[src/rtl/rect_loop_ctrl.sv]
// Owner of the ROWS x COLS bit matrix: loads, four-corner flips, and a
// one-candidate-per-cycle scan for rectangle loops with optional in-place fixing.
module rect_loop_ctrl #(
    parameter int ROWS = 4,
    parameter int COLS = 4,
    localparam int RW = $clog2(ROWS),
    localparam int CW = $clog2(COLS),
    localparam int N  = ROWS * COLS
) (
    input  logic          clk,
    input  logic          rst,
    input  logic          load_valid,
    input  logic [N-1:0]  load_data,
    input  logic          cmd_valid,
    input  logic [RW-1:0] cmd_r1,
    input  logic [RW-1:0] cmd_r2,
    input  logic [CW-1:0] cmd_c1,
    input  logic [CW-1:0] cmd_c2,
    input  logic          scan_start,
    input  logic          scan_fix,
    output logic          in_ready,
    output logic          busy,
    output logic          done,
    output logic          found,
    output logic [RW-1:0] hit_r1,
    output logic [RW-1:0] hit_r2,
    output logic [CW-1:0] hit_c1,
    output logic [CW-1:0] hit_c2,
    output logic [7:0]    fix_count,
    output logic          cmd_err,
    output logic [N-1:0]  m_out
);

    typedef enum logic [1:0] {StIdle, StScan, StDone} state_e;

    state_e        state_q, state_d;
    logic [N-1:0]  m_q, m_d;
    logic          found_q, found_d;
    logic [RW-1:0] hr1_q, hr1_d, hr2_q, hr2_d;
    logic [CW-1:0] hc1_q, hc1_d, hc2_q, hc2_d;
    logic [7:0]    fc_q, fc_d;
    logic          fix_q, fix_d;
    logic [RW-1:0] r1_q, r1_d, r2_q, r2_d;
    logic [CW-1:0] c1_q, c1_d, c2_q, c2_d;
    logic          done_q, done_d;
    logic          busy_q, busy_d;
    logic          rdy_q, rdy_d;
    logic          err_q, err_d;

    logic [N-1:0]  cand_mask;
    logic          cand_hit;
    logic          cmd_bad;

    // Cell (0,0) is the MSB.
    function automatic logic [N-1:0] onehot(input int r, input int c);
        return N'(1) << (N - 1 - (r * COLS + c));
    endfunction

    // Coincident corners collapse in the OR, so they flip only once.
    function automatic logic [N-1:0] flip_mask(input int a, input int b, input int c,
                                               input int d);
        return onehot(a, c) | onehot(a, d) | onehot(b, c) | onehot(b, d);
    endfunction

    assign cand_mask = flip_mask(int'(r1_q), int'(r2_q), int'(c1_q), int'(c2_q));
    assign cand_hit  = (m_q & cand_mask) == cand_mask;
    assign cmd_bad   = (int'(cmd_r1) >= ROWS) || (int'(cmd_r2) >= ROWS) ||
                       (int'(cmd_c1) >= COLS) || (int'(cmd_c2) >= COLS);

    always_comb begin
        state_d = state_q;
        m_d     = m_q;
        found_d = found_q;
        hr1_d   = hr1_q;
        hr2_d   = hr2_q;
        hc1_d   = hc1_q;
        hc2_d   = hc2_q;
        fc_d    = fc_q;
        fix_d   = fix_q;
        r1_d    = r1_q;
        r2_d    = r2_q;
        c1_d    = c1_q;
        c2_d    = c2_q;
        done_d  = 1'b0;
        err_d   = 1'b0;

        unique case (state_q)
            StIdle: begin
                if (load_valid) begin
                    m_d     = load_data;
                    found_d = 1'b0;
                    hr1_d   = '0;
                    hr2_d   = '0;
                    hc1_d   = '0;
                    hc2_d   = '0;
                end else if (cmd_valid) begin
                    if (cmd_bad) begin
                        err_d = 1'b1;
                    end else begin
                        m_d = m_q ^ flip_mask(int'(cmd_r1), int'(cmd_r2),
                                              int'(cmd_c1), int'(cmd_c2));
                    end
                end else if (scan_start) begin
                    found_d = 1'b0;
                    hr1_d   = '0;
                    hr2_d   = '0;
                    hc1_d   = '0;
                    hc2_d   = '0;
                    fc_d    = '0;
                    fix_d   = scan_fix;
                    r1_d    = '0;
                    r2_d    = RW'(1);
                    c1_d    = '0;
                    c2_d    = CW'(1);
                    state_d = StScan;
                end
            end
            StScan: begin
                if (cand_hit) begin
                    found_d = 1'b1;
                    hr1_d   = r1_q;
                    hr2_d   = r2_q;
                    hc1_d   = c1_q;
                    hc2_d   = c2_q;
                    if (fix_q) begin
                        m_d = m_q ^ cand_mask;
                        if (fc_q != 8'hFF) fc_d = fc_q + 8'd1;
                    end else begin
                        state_d = StDone;
                    end
                end
                if (state_d == StScan) begin
                    // Advance the nested r1/r2/c1/c2 loop; innermost index first.
                    if (int'(c2_q) < COLS - 1) begin
                        c2_d = c2_q + 1'b1;
                    end else if (int'(c1_q) < COLS - 2) begin
                        c1_d = c1_q + 1'b1;
                        c2_d = CW'(int'(c1_q) + 2);
                    end else if (int'(r2_q) < ROWS - 1) begin
                        r2_d = r2_q + 1'b1;
                        c1_d = '0;
                        c2_d = CW'(1);
                    end else if (int'(r1_q) < ROWS - 2) begin
                        r1_d = r1_q + 1'b1;
                        r2_d = RW'(int'(r1_q) + 2);
                        c1_d = '0;
                        c2_d = CW'(1);
                    end else begin
                        state_d = StDone;
                    end
                end
            end
            StDone: begin
                state_d = StIdle;
            end
            default: begin
                state_d = StIdle;
            end
        endcase

        done_d = (state_d == StDone);
        busy_d = (state_d == StScan);
        rdy_d  = (state_d == StIdle);
    end

    always_ff @(posedge clk or posedge rst) begin
        if (rst) begin
            state_q <= StIdle;
            m_q     <= '0;
            found_q <= 1'b0;
            hr1_q   <= '0;
            hr2_q   <= '0;
            hc1_q   <= '0;
            hc2_q   <= '0;
            fc_q    <= '0;
            fix_q   <= 1'b0;
            r1_q    <= '0;
            r2_q    <= '0;
            c1_q    <= '0;
            c2_q    <= '0;
            done_q  <= 1'b0;
            busy_q  <= 1'b0;
            rdy_q   <= 1'b0;
            err_q   <= 1'b0;
        end else begin
            state_q <= state_d;
            m_q     <= m_d;
            found_q <= found_d;
            hr1_q   <= hr1_d;
            hr2_q   <= hr2_d;
            hc1_q   <= hc1_d;
            hc2_q   <= hc2_d;
            fc_q    <= fc_d;
            fix_q   <= fix_d;
            r1_q    <= r1_d;
            r2_q    <= r2_d;
            c1_q    <= c1_d;
            c2_q    <= c2_d;
            done_q  <= done_d;
            busy_q  <= busy_d;
            rdy_q   <= rdy_d;
            err_q   <= err_d;
        end
    end

    assign in_ready  = rdy_q;
    assign busy      = busy_q;
    assign done      = done_q;
    assign found     = found_q;
    assign hit_r1    = hr1_q;
    assign hit_r2    = hr2_q;
    assign hit_c1    = hc1_q;
    assign hit_c2    = hc2_q;
    assign fix_count = fc_q;
    assign cmd_err   = err_q;
    assign m_out     = m_q;

endmodule

[config.mk]
export PLATFORM = sky130hd
export DESIGN_NAME = rect_loop_ctrl
export DESIGN_NICKNAME = d
export VERILOG_FILES = /design/src/rtl/rect_loop_ctrl.sv
export SDC_FILE = /design/constraint.sdc
export NUM_CORES = 1
export LEC_CHECK = 0
export BUFFER_PORTS_ARGS = -buffer_cell sky130_fd_sc_hd__buf_2
export CAP_MARGIN = 10
export CORE_ASPECT_RATIO = 1.2
export CORE_MARGIN = 3
export CORE_UTILIZATION = 35
export DETAILED_ROUTE_END_ITERATION = 16
export PLACE_DENSITY = 0.5
export RECOVER_POWER = 50
export SLEW_MARGIN = 15
export SYNTH_ARGS = -nofsm -noshare
export SYNTH_HDL_FRONTEND = slang
export SYNTH_SLANG_ARGS = --single-unit
[constraint.sdc]
create_clock -name clk -period 5.3 [get_ports clk]
set_input_delay 0.265 -clock clk [delete_from_list [all_inputs] [get_ports clk]]
set_output_delay 0.265 -clock clk [all_outputs]
set_load 0.005 [all_outputs]
Yosys cells after proc, flatten, opt, wreduce, memory -nomap -nowiden
Index checks and enable logic that the tools add are counted.
Storage, ports and cells
  register bits after elaboration: 47
  input bits: 30
Cells by class
  add/sub/neg operators: 23
  $lt $le $gt $ge: 4
  equal/unequal tests: 23
  shift operators: 8
  muxes and demuxes: 68
  bitwise operators: 11
  reductions and logical operators: 11
Operator list (count)
  1-bit by 32-bit << shifter with 16-bit output, first input constant: 8
  16-bit OR: 6
  2-bit 2-to-1 mux: 42
  16-bit 2-to-1 mux: 4
  8-bit 2-to-1 mux: 6
  4-bit by 5-bit subtractor with 6-bit output, first input constant: 8
  4-bit by 2-bit adder with 5-bit output: 8
  2-bit case mux with 2 select lines: 9
  16-bit case mux with 2 select lines: 1
  16-bit bitwise XOR: 2
  2-bit inequality test, second input constant: 11
  16-bit AND: 1
  16-bit equality test: 1
  8-bit case mux with 2 select lines: 1
  7-bit AND reduction: 2
  3-bit inequality test, second input constant: 4
  4-bit AND reduction: 3
  9-bit AND reduction: 1
  2-bit by 1-bit adder with 2-bit output, second input constant: 4
  8-bit by 1-bit adder with 8-bit output, second input constant: 1
  2-bit < comparator, second input constant: 4
  8-bit inequality test, second input constant: 1
  8-bit AND reduction: 1
  2-bit by 1-bit equality test with 1-bit output, second input constant: 3
  10 further kinds: 16

Longest topological paths before layout
Gate-level depths: netlist (run 1).
  depth in word-level cells: 17
  mapped depth: 17

Worst setup path before layout (run 1)
Ideal clock, no wire load.
  path type: register to register
  from: reg c1_q[1]
  to: reg fc_q[3], in the netlist fix_count[3]
  library setup time: 0.078 ns
  data arrival time: 4.303 ns
  path slack: 0.919 ns
  cell stages (with the launch flop): 17
  buffers on the path: 3
  clock period less this slack: 4.381 ns
  cells stage by stage: dfrtp_1 > inv_1 > clkbuf_1 > ha_1 > clkbuf_1 > a21o_1 > a21oi_1 > mux2i_1 > nor2b_1 > a221o_1 > ha_1 > nor4_4 > nand4_4 > o31a_1 > buf_6 > or4_1 > a21oi_1
Between the ends
  word-level cells in the longest chain between the ends: 10
  elaborated cells between the ends (all ways): 13
RTL lines
  from (decl): RTL line 44  | logic [CW-1:0] c1_q, c1_d, c2_q, c2_d;
  from (signal assigned): RTL line 179  | c1_q <= '0;
  from (signal assigned): RTL line 197  | c1_q <= c1_d;
  4-bit by 2-bit adder with 5-bit output: RTL line 56  | return N'(1) << (N - 1 - (r * COLS + c));
  4-bit by 5-bit subtractor with 6-bit output: RTL line 56
  1-bit by 32-bit << shifter with 16-bit output: RTL line 56
  16-bit OR: RTL line 62  | return onehot(a, c) | onehot(a, d) | onehot(b, c) | onehot(b, d);
  16-bit OR * (2 in a row): RTL line 62
  16-bit AND: RTL line 66  | assign cand_hit = (m_q & cand_mask) == cand_mask;
  16-bit equality test *: RTL line 66
  2-bit inequality test (no source line) *
  7-bit AND reduction (no source line) *
  to (signal assigned): RTL line 175  | fc_q <= '0;
  to (signal assigned): RTL line 193  | fc_q <= fc_d;
  to (decl): RTL line 41  | logic [7:0] fc_q, fc_d;
Mark *: on every way between the ends. The rest lies on a longest branch, timed or not.
A chain may end at the register's enable or synchronous reset.

Final worst setup path (run 1)
  from: reg c1_q[1]
  to: reg fc_q[5], in the netlist fix_count[5]
Same word-level chain as after synthesis.

==> out/results.ini, run 1 <==
[outcome]
outcome=finished with violations
violations=max-capacitance violations, max-slew violations

[place]
gp_congestion=0.889
postPlaceCellArea_um2=5560
post-dp-hpwl_um=12800
port_buffers=65
dp_slack_ns=0.819

[floorplan]
initial_utilization_pct=36.5
dieArea_um2=16200
die-height_um=139
core_area_um2=14100
die_width_um=117
num_rows=47
io_pins=67

[setup_path]
cp-end-kind=flip-flop
critical_path.cell_chain=inv_1 -> ha_1 -> a21o_1 -> a21oi_1 -> mux2i_1 -> nor4_1 -> a211o_1 -> ha_1 -> nor4_4 -> nand4_4 -> o31a_1 -> or4_1 -> a21oi_1
cp_max_fo=14
path_class=reg2reg
start_kind=flip-flop
crit_slowest_cell=mux2i_1
timing.critical_path.buf_inv=1
required_ns=5.53
critical_path.top_delay_family=compound AO/OA/AOI/OAI gates
slowest_delay_ns=0.59
worst-endpoint-arrival_ns=4.81

[drt]
first_iter_violations=417
via_per_inst=6.18
drt-wirelength-per-cell_um=20.4
drt_wl_total_um=17100
first_pass_iters=5
route.detailed.drc=0
vias=5164
ant_nets=0

[power]
clock_power_share_pct=10.6
power_frac_seq_pct=19.7
combPwrFrac_pct=69.7
p_leak_nw=2.54
peakVddDrop_mv=0.258
p_switching_w=0.00167
power.internal_w=0.00154
power_density_nw_per_um2=563
p_sw_share_pct=52.0

[grt]
track_usage_pct=20.7
first_global_vias=5011
grt_max_degree=48
antenna_found_initial=0
grt.overflow.total=0
grt_pass1_wl_um=26800

[timing]
fin_crit_sh_pct=86.5
skew_ns=0.00480
grt_setup_unrepaired=no
tightest_slew_ns=2.32
final.setup.tns_ns=0
hold_viol_final=0
fin_crit_ns=4.58
setup_viol=0
setup_ws_ns=0.716
slew-limit-headroom_pct=-55.7
maxSlewViolCount=48
max_freq_mhz=218

[logic_synthesis]
yosysWarnings=0
synth-seq-cells=47
synth_fp_nets=697
synth_area_per_cell_um2=8.22
ys_async_sr_fraction_pct=100
ys_types=71
synth-edff-count=0
yosysSeqAreaShare_pct=22.9
synthesis.area_um2=5140
synth_cells=625
synth_ff_type=dfrtp_1

[hold_path]
hold_path.class=in2reg

[layout]
antenna_cells=0
nFillCells=1468
layout_common_cells=buf_2, dfrtp_1, nand2_1
final_nets=735
drive_gt1_share_pct=13.4
syn2layout_area_growth_pct=11.0
layout_commonest_cell=buf_2
finalInstanceArea_um2=5700

[clocking]
hold_buffers=0
clock-sinks=47
numCtsBuffers=5
ctsHtreeMaxLevel=2
post_cts_resized=0
clk_latency_ns=0.31
post-cts-setup-buffer-count=0
clk_path_buf_depth=2
cts_tree=yes
clk_root_buffer_cell=clkbuf_16
clkTransAtPathRegs_ns=0.07

[flow_run]
maxCapViolCount=1

stage by stage:
| step | power (W) | hold slack (ns) | utilization (%) | std cells |
|---|---|---|---|---|
| after floorplan | 0.00226 | 0.382 | - | 625 |
| after global placement | 0.00284 | 0.470 | 39.6 | 827 |
| after detailed placement | 0.00286 | 0.471 | 39.6 | 827 |
| after CTS | 0.00323 | 0.150 | 40.6 | 835 |
| after global routing | 0.00349 | 0.178 | 40.6 | 835 |
| final | 0.00321 | 0.165 | 40.6 | 835 |
Yosys cell counts, drive strengths merged, types with 6 or more instances:
cell | n | area [um2]
nand3 | 19 | 95.1
o22ai | 26 | 163
nand2 | 45 | 169
clkbuf | 33 | 124
nor4b | 7 | 61.3
nor3b | 15 | 113
dfrtp | 47 | 1180
nor3 | 16 | 80.1
a21oi | 34 | 170
o31ai | 10 | 88.8
o2111ai | 11 | 96.3
o32ai | 10 | 87.6
o21ai | 32 | 160
and3b | 6 | 52.6
nor4 | 7 | 104
nor2 | 39 | 146
and2 | 7 | 43.8
o211ai | 12 | 90.1
a31oi | 8 | 50.1
o21a | 8 | 60.1
inv | 31 | 116
a21o | 8 | 60.1
buf | 6 | 40.0
or3 | 11 | 68.8
mux2i | 29 | 290
or4 | 13 | 97.6
nand2b | 7 | 43.8
ha | 42 | 526
cell type report:
type / count / area (um2) / share of cell area (%)
Multi-Input combinational cell: 508 / 3680 / 64.6
Sequential cell: 47 / 1180 / 20.6
Timing Repair Buffer: 70 / 365 / 6.41
Tap cell: 171 / 214 / 3.75
Clock buffer: 5 / 125 / 2.19
Inverter: 31 / 118 / 2.06
Clock inverter: 3 / 22.5 / 0.395
layer usage:
metal	global-route usage [%]	wire length, um	vias up	share of wire [%]
li1	-	-	2486	-
met1	25.0	7060	2471	41
met2	36.4	8690	167	51
met3	2.92	658	40	3.9
met4	8.21	665	0	3.9
met5	0	0	-	0
power groups by stage:
stage                     clock network, W  logic (W)  registers (W)
after floorplan                          0    0.00167       0.000590
after global placement                   0    0.00221       0.000632
after detailed placement                 0    0.00222       0.000634
after CTS                         0.000354    0.00224       0.000630
after global routing              0.000359    0.00248       0.000653
final                             0.000340    0.00224       0.000631
sequential cells by signal, indices dropped and copies added, names as in the netlist, 2 cells and up:
| register | cells |
|---|---|
| m_out | 16 |
| fix_count | 8 |
| c1_q | 2 |
| c2_q | 2 |
| hit_c1 | 2 |
| hit_c2 | 2 |
| hit_r1 | 2 |
| hit_r2 | 2 |
| r1_q | 2 |
| r2_q | 2 |
| state_q | 2 |
kinds of logic after synthesis:
group / Yosys count / synth area share, %
AOI/OAI and AO/OA: 216 / 30.3
xor gates and xnor gates: 6 / 1.02
adders and majority gates: 42 / 10.2
buffers and inverters: 70 / 5.46
DFF: 47 / 22.9
muxes: 32 / 6.31
other: 1 / 0.0730
and+or+nand+nor: 211 / 23.7
worst paths after layout:
| check | start | end | slack (ns) | depth (start not counted) |
|---|---|---|---|---|
| hold / removal | scan_fix | fix_q$_DFFE_PP0P_ | 0.16 | 3 |
| setup / recovery | c1_q[1]$_DFFE_PP0P_ | fix_count[5]$_DFFE_PP0P_ | 0.72 | 13 |
| setup reg to reg | c1_q[1]$_DFFE_PP0P_ | fix_count[5]$_DFFE_PP0P_ | 0.72 | 13 |
| min in group asynchronous | rst | hit_c2[0]$_DFFE_PP0P_ | 0.57 | 2 |
| hold reg to reg | hit_c2[0]$_DFFE_PP0P_ | hit_c2[0]$_DFFE_PP0P_ | 0.49 | 2 |
| max in group asynchronous | rst | m_out[15]$_DFFE_PP0P_ | 3.68 | 2 |
worst min-delay path, stage by stage:
cell and delay [ns]:
buf_2 0.08, nand2_1 0.04, o21ai_0 0.06
No activity file was read; power rests on OpenSTA's default activity.
==> run 2, diff against run 1 <==
MAX_ROUTING_LAYER = met4   (was unset)
PLACE_DENSITY = unset   (was 0.5)
==> out/results.ini, run 2 (synthesized netlist as in run 1, its figures left out) <==
[floorplan]
die-height_um=139
core_area_um2=14100
dieArea_um2=16200
io_pins=67
initial_utilization_pct=36.5
num_rows=47
die_width_um=117

[timing]
slew-limit-headroom_pct=-81.4
whs_ns=0.176
skew_ns=0.0123
fin_crit_sh_pct=84.0
grt_setup_unrepaired=no
final.setup.tns_ns=0
fin_crit_ns=4.45
tightest_slew_ns=2.72
hold_viol_final=0
setup_viol=0
max_freq_mhz=225
maxSlewViolCount=48

[layout]
layout_commonest_cell=buf_2
finalInstanceArea_um2=5730
final_cells=838
layout_common_cells=buf_2, dfrtp_1, nand2_1
final_nets=738
nFillCells=1431
syn2layout_area_growth_pct=11.5
drive_gt1_share_pct=13.2
largest_reg_flops=16
antenna_cells=0

[setup_path]
critical_path.top_delay_family=compound AO/OA/AOI/OAI gates
worstRegToRegCells=13
timing.critical_path.buf_inv=1
start_kind=flip-flop
cp_max_fo=14
required_ns=5.53
path_class=reg2reg
slowest_delay_ns=0.52
cp.depth=13
r2r_setup_slack_ns=0.85
cp-end-kind=flip-flop
crit_slowest_cell=or4_1
critical_path.cell_chain=inv_1 -> ha_1 -> a21o_1 -> a21oi_1 -> mux2i_1 -> nor2b_1 -> a221o_1 -> ha_1 -> nor4_4 -> nand4_4 -> o31a_1 -> or4_1 -> a21oi_1
worst-endpoint-arrival_ns=4.68

[place]
gp_congestion=0.928
postPlaceCellArea_um2=5590
dpl.cell_count=830
post-dp-hpwl_um=12800
port_buffers=65

[grt]
grt_pass1_wl_um=26700
antenna_found_initial=0
grt.overflow.total=0
track_usage_pct=21.1
grt_max_degree=48
first_global_vias=5123

[power]
power_density_nw_per_um2=564
p_leak_nw=2.55
peakVddDrop_mv=0.424
finalPower_w=0.00323

[drt]
drt_wl_total_um=16800
route.detailed.drc=0
ant_nets=0
via_per_inst=6.29
vias=5270
first_iter_violations=360
drt-wirelength-per-cell_um=20.0
first_pass_iters=5

[clocking]
clk_root_buffer_cell=clkbuf_16
post_cts_resized=0
hold_buffers=0
clk_path_buf_depth=2
clock-sinks=47
numCtsBuffers=5
post-cts-setup-buffer-count=0
cts_tree=yes
clk_latency_ns=0.30
ctsHtreeMaxLevel=2
clkTransAtPathRegs_ns=0.08

[outcome]
outcome=finished with violations
violations=max-capacitance violations, max-slew violations

[flow_run]
maxCapViolCount=1

[hold_path]
hold_path.class=in2reg
whs_path_depth=3

==> run 2: final timing paths <==
path	from	end
hold reg to reg	hit_c1[1]$_DFFE_PP0P_	hit_c1[1]$_DFFE_PP0P_
max in group asynchronous	rst	r2_q[1]$_DFFE_PP0P_
setup / recovery	c1_q[1]$_DFFE_PP0P_	fix_count[7]$_DFFE_PP0P_
hold / removal	scan_fix	fix_q$_DFFE_PP0P_
setup reg to reg	c1_q[1]$_DFFE_PP0P_	fix_count[7]$_DFFE_PP0P_
min in group asynchronous	rst	m_out[9]$_DFFE_PP0P_
==> run 2: cell type report <==
cell class | instances | area, um2 | area share, %
tap | 171 | 214 | 3.74
clock inverter | 3 | 31.3 | 0.546
sequential | 47 | 1180 | 20.5
clock buffer | 5 | 125 | 2.18
timing repair buffer | 73 | 382 | 6.66
inverter | 31 | 116 | 2.03
multi-input combinational | 508 | 3680 | 64.3
==> run 2: per-layer routing <==
layer / GRT usage [%] / vias to the layer above / wire length (um)
li1: - / 2493 / -
met1: 24.7 / 2522 / 6760
met2: 36.0 / 216 / 8490
met3: 2.88 / 39 / 907
met4: 8.15 / 0 / 595
met5: - / - / 0
==> run 2: where the power goes <==
part           internal [W]  total (W)  switching, W
logic              0.000886    0.00224       0.00136
clock network      0.000184   0.000354      0.000170
registers          0.000490   0.000633      0.000143
total               0.00156    0.00323       0.00167
==> run 2: worst reg2reg max path, delay by kind of cell, from the launching register on <==
family / cells / cell delay (ns)
compound gates: 5 / 1.51
simple gates: 4 / 1.21
fa+ha+maj: 2 / 0.64
flops: 1 / 0.38
mux: 1 / 0.35
buf+inv: 1 / 0.29
==> run 2: through the flow <==
| step | setup WS, ns | utilization (%) |
|---|---|---|
| floorplan | 0.919 | - |
| global placement | 0.822 | 39.7 |
| detailed placement | 0.874 | 39.7 |
| CTS | 0.832 | 40.9 |
| global route | 0.553 | 40.7 |
| finish | 0.849 | 40.7 |
==> run 3, diff against run 2 <==
clock period = 3.71 ns   (was 5.3 ns; I/O delays follow)
==> out/results.ini, run 3 (synthesized netlist as in run 1, its figures left out) <==
[drt]
first_pass_iters=8
drt-wirelength-per-cell_um=20.4
drt_wl_total_um=18500
via_per_inst=6.29
route.detailed.drc=0
vias=5715
ant_nets=0
first_iter_violations=388

[layout]
layout_commonest_cell=buf_2
multi_input_area_um2=4080
antenna_cells=0
largest_reg_flops=16
nFillCells=1295
drive_gt1_share_pct=31.5
syn2layout_area_growth_pct=31.8
final_nets=808
layout_common_cells=buf_2, buf_4, nand2_1
regArea_um2=1180

[floorplan]
core_area_um2=14100
die_width_um=117
die-height_um=139
num_rows=47
io_pins=67
initial_utilization_pct=36.5
dieArea_um2=16200

[timing]
final.setup.tns_ns=-0.924
fin_crit_ns=3.80
tightest_slew_ns=2.19
maxSlewViolCount=48
max_freq_mhz=263
fin_crit_sh_pct=102
slew-limit-headroom_pct=-47.0
grt_setup_unrepaired=yes
setup_viol=22
hold_viol_final=0
setup_ws_ns=-0.0912
skew_ns=0.00394

[clocking]
ctsHtreeMaxLevel=2
hold_buffers=0
cts_tree=yes
clkTransAtPathRegs_ns=0.08
clock-sinks=47
clk_path_buf_depth=2
clk_root_buffer_cell=clkbuf_16
clk_latency_ns=0.30
numCtsBuffers=5

[setup_path]
required_ns=3.90
cp-end-kind=flip-flop
worst-endpoint-arrival_ns=3.99
cp_max_fo=7
path_class=reg2reg
start_kind=flip-flop

[grt]
grt.overflow.total=0
first_global_vias=5641
grt_max_degree=48
grt_pass1_wl_um=28200
track_usage_pct=22.0
antenna_found_initial=0

[place]
gp_congestion=0.970
post-dp-hpwl_um=13300
port_buffers=65
dp_slack_ns=-0.249

[flow_run]
maxCapViolCount=1

[power]
peakVddDrop_mv=0.420
power_density_nw_per_um2=904
p_leak_nw=2.96

[hold_path]
hold_path.class=in2reg

[outcome]
outcome=finished with violations
violations=max-capacitance violations, max-slew violations, negative setup slack

-- run 3: cell count changes in the layout (fill, tap and decap cells not counted), moves of 5 or more --
cell,before,now
buf_4,6,59
ha_1,42,25
buf_6,0,13
clkbuf_1,11,0
ha_2,0,11
buf_2,55,65
ha_4,0,6
a21oi_1,34,29
o2111ai_1,11,6
-- run 3: worst paths after layout --
path	from	to	slack [ns]	cells past startpoint
setup / recovery	c1_q[1]$_DFFE_PP0P_	m_out[7]$_DFFE_PP0P_	-0.09	17
hold / removal	scan_fix	fix_q$_DFFE_PP0P_	0.1	3
setup reg to reg	c1_q[1]$_DFFE_PP0P_	m_out[7]$_DFFE_PP0P_	-0.09	17
hold reg to reg	hit_r1[1]$_DFFE_PP0P_	hit_r1[1]$_DFFE_PP0P_	0.48	2
max in group asynchronous	rst	r2_q[0]$_DFFE_PP0P_	2.14	2
min in group asynchronous	rst	m_out[9]$_DFFE_PP0P_	0.45	2
-- run 3: layer usage --
layer	global-route usage [%]	routed length, um
met4	9.96	935
met2	39.4	9710
met5	-	0
met3	2.36	927
met1	24.0	6930
-- run 3: repair_timing --
item,4_1_cts,5_1_grt
endpoints found under the setup margin,40,41
gates cloned,1,2
pin swaps,16,26
resized for setup,22,65
buffers inserted,8,13
-- run 3: worst max-delay path, stage by stage (launching register included) --
cell and delay (ns):
dfrtp_2 0.40, clkinv_4 0.10, buf_6 0.13, ha_4 0.21, a21o_1 0.18, a21oi_4 0.18, mux2i_4 0.32, nor2b_4 0.08
buf_6 0.11, a211o_1 0.27, ha_2 0.19, nor4_4 0.34, nand4_4 0.24, o31ai_4 0.25, buf_4 0.18, clkbuf_16 0.16
mux2i_1 0.09, a311o_1 0.27
-- run 3: layout make-up --
class	count	area share, %
clock buffers	5	1.85
inverters	31	1.81
flip-flops and latches	47	17.4
repair buffers	142	15.0
well taps	171	3.16
multi-input cells	509	60.3
clock inverters	3	0.407
-- run 3: power breakdown --
group | switching [W] | internal [W] | total, W | leakage, nW
sequential | 0.000208 | 0.000702 | 0.000910 | 0.567
combinational | 0.00245 | 0.00226 | 0.00471 | 2.33
clock | 0.000240 | 0.000258 | 0.000499 | 0.0723
total | 0.00289 | 0.00322 | 0.00612 | 2.96
-- run 3: per-stage QoR --
stage	cell area, um2	cells	hold WS, ns	power (W)	utilization (%)
3_5_place_dp	5980	877	0.405	0.00457	42.6
6_report	6770	908	0.0988	0.00612	48.2
2_1_floorplan	5210	625	0.302	0.00331	-
5_1_grt	6770	908	0.127	0.00653	48.2
4_1_cts	6300	894	0.0962	0.00534	44.8
3_3_place_gp	5980	877	0.406	0.00452	42.6
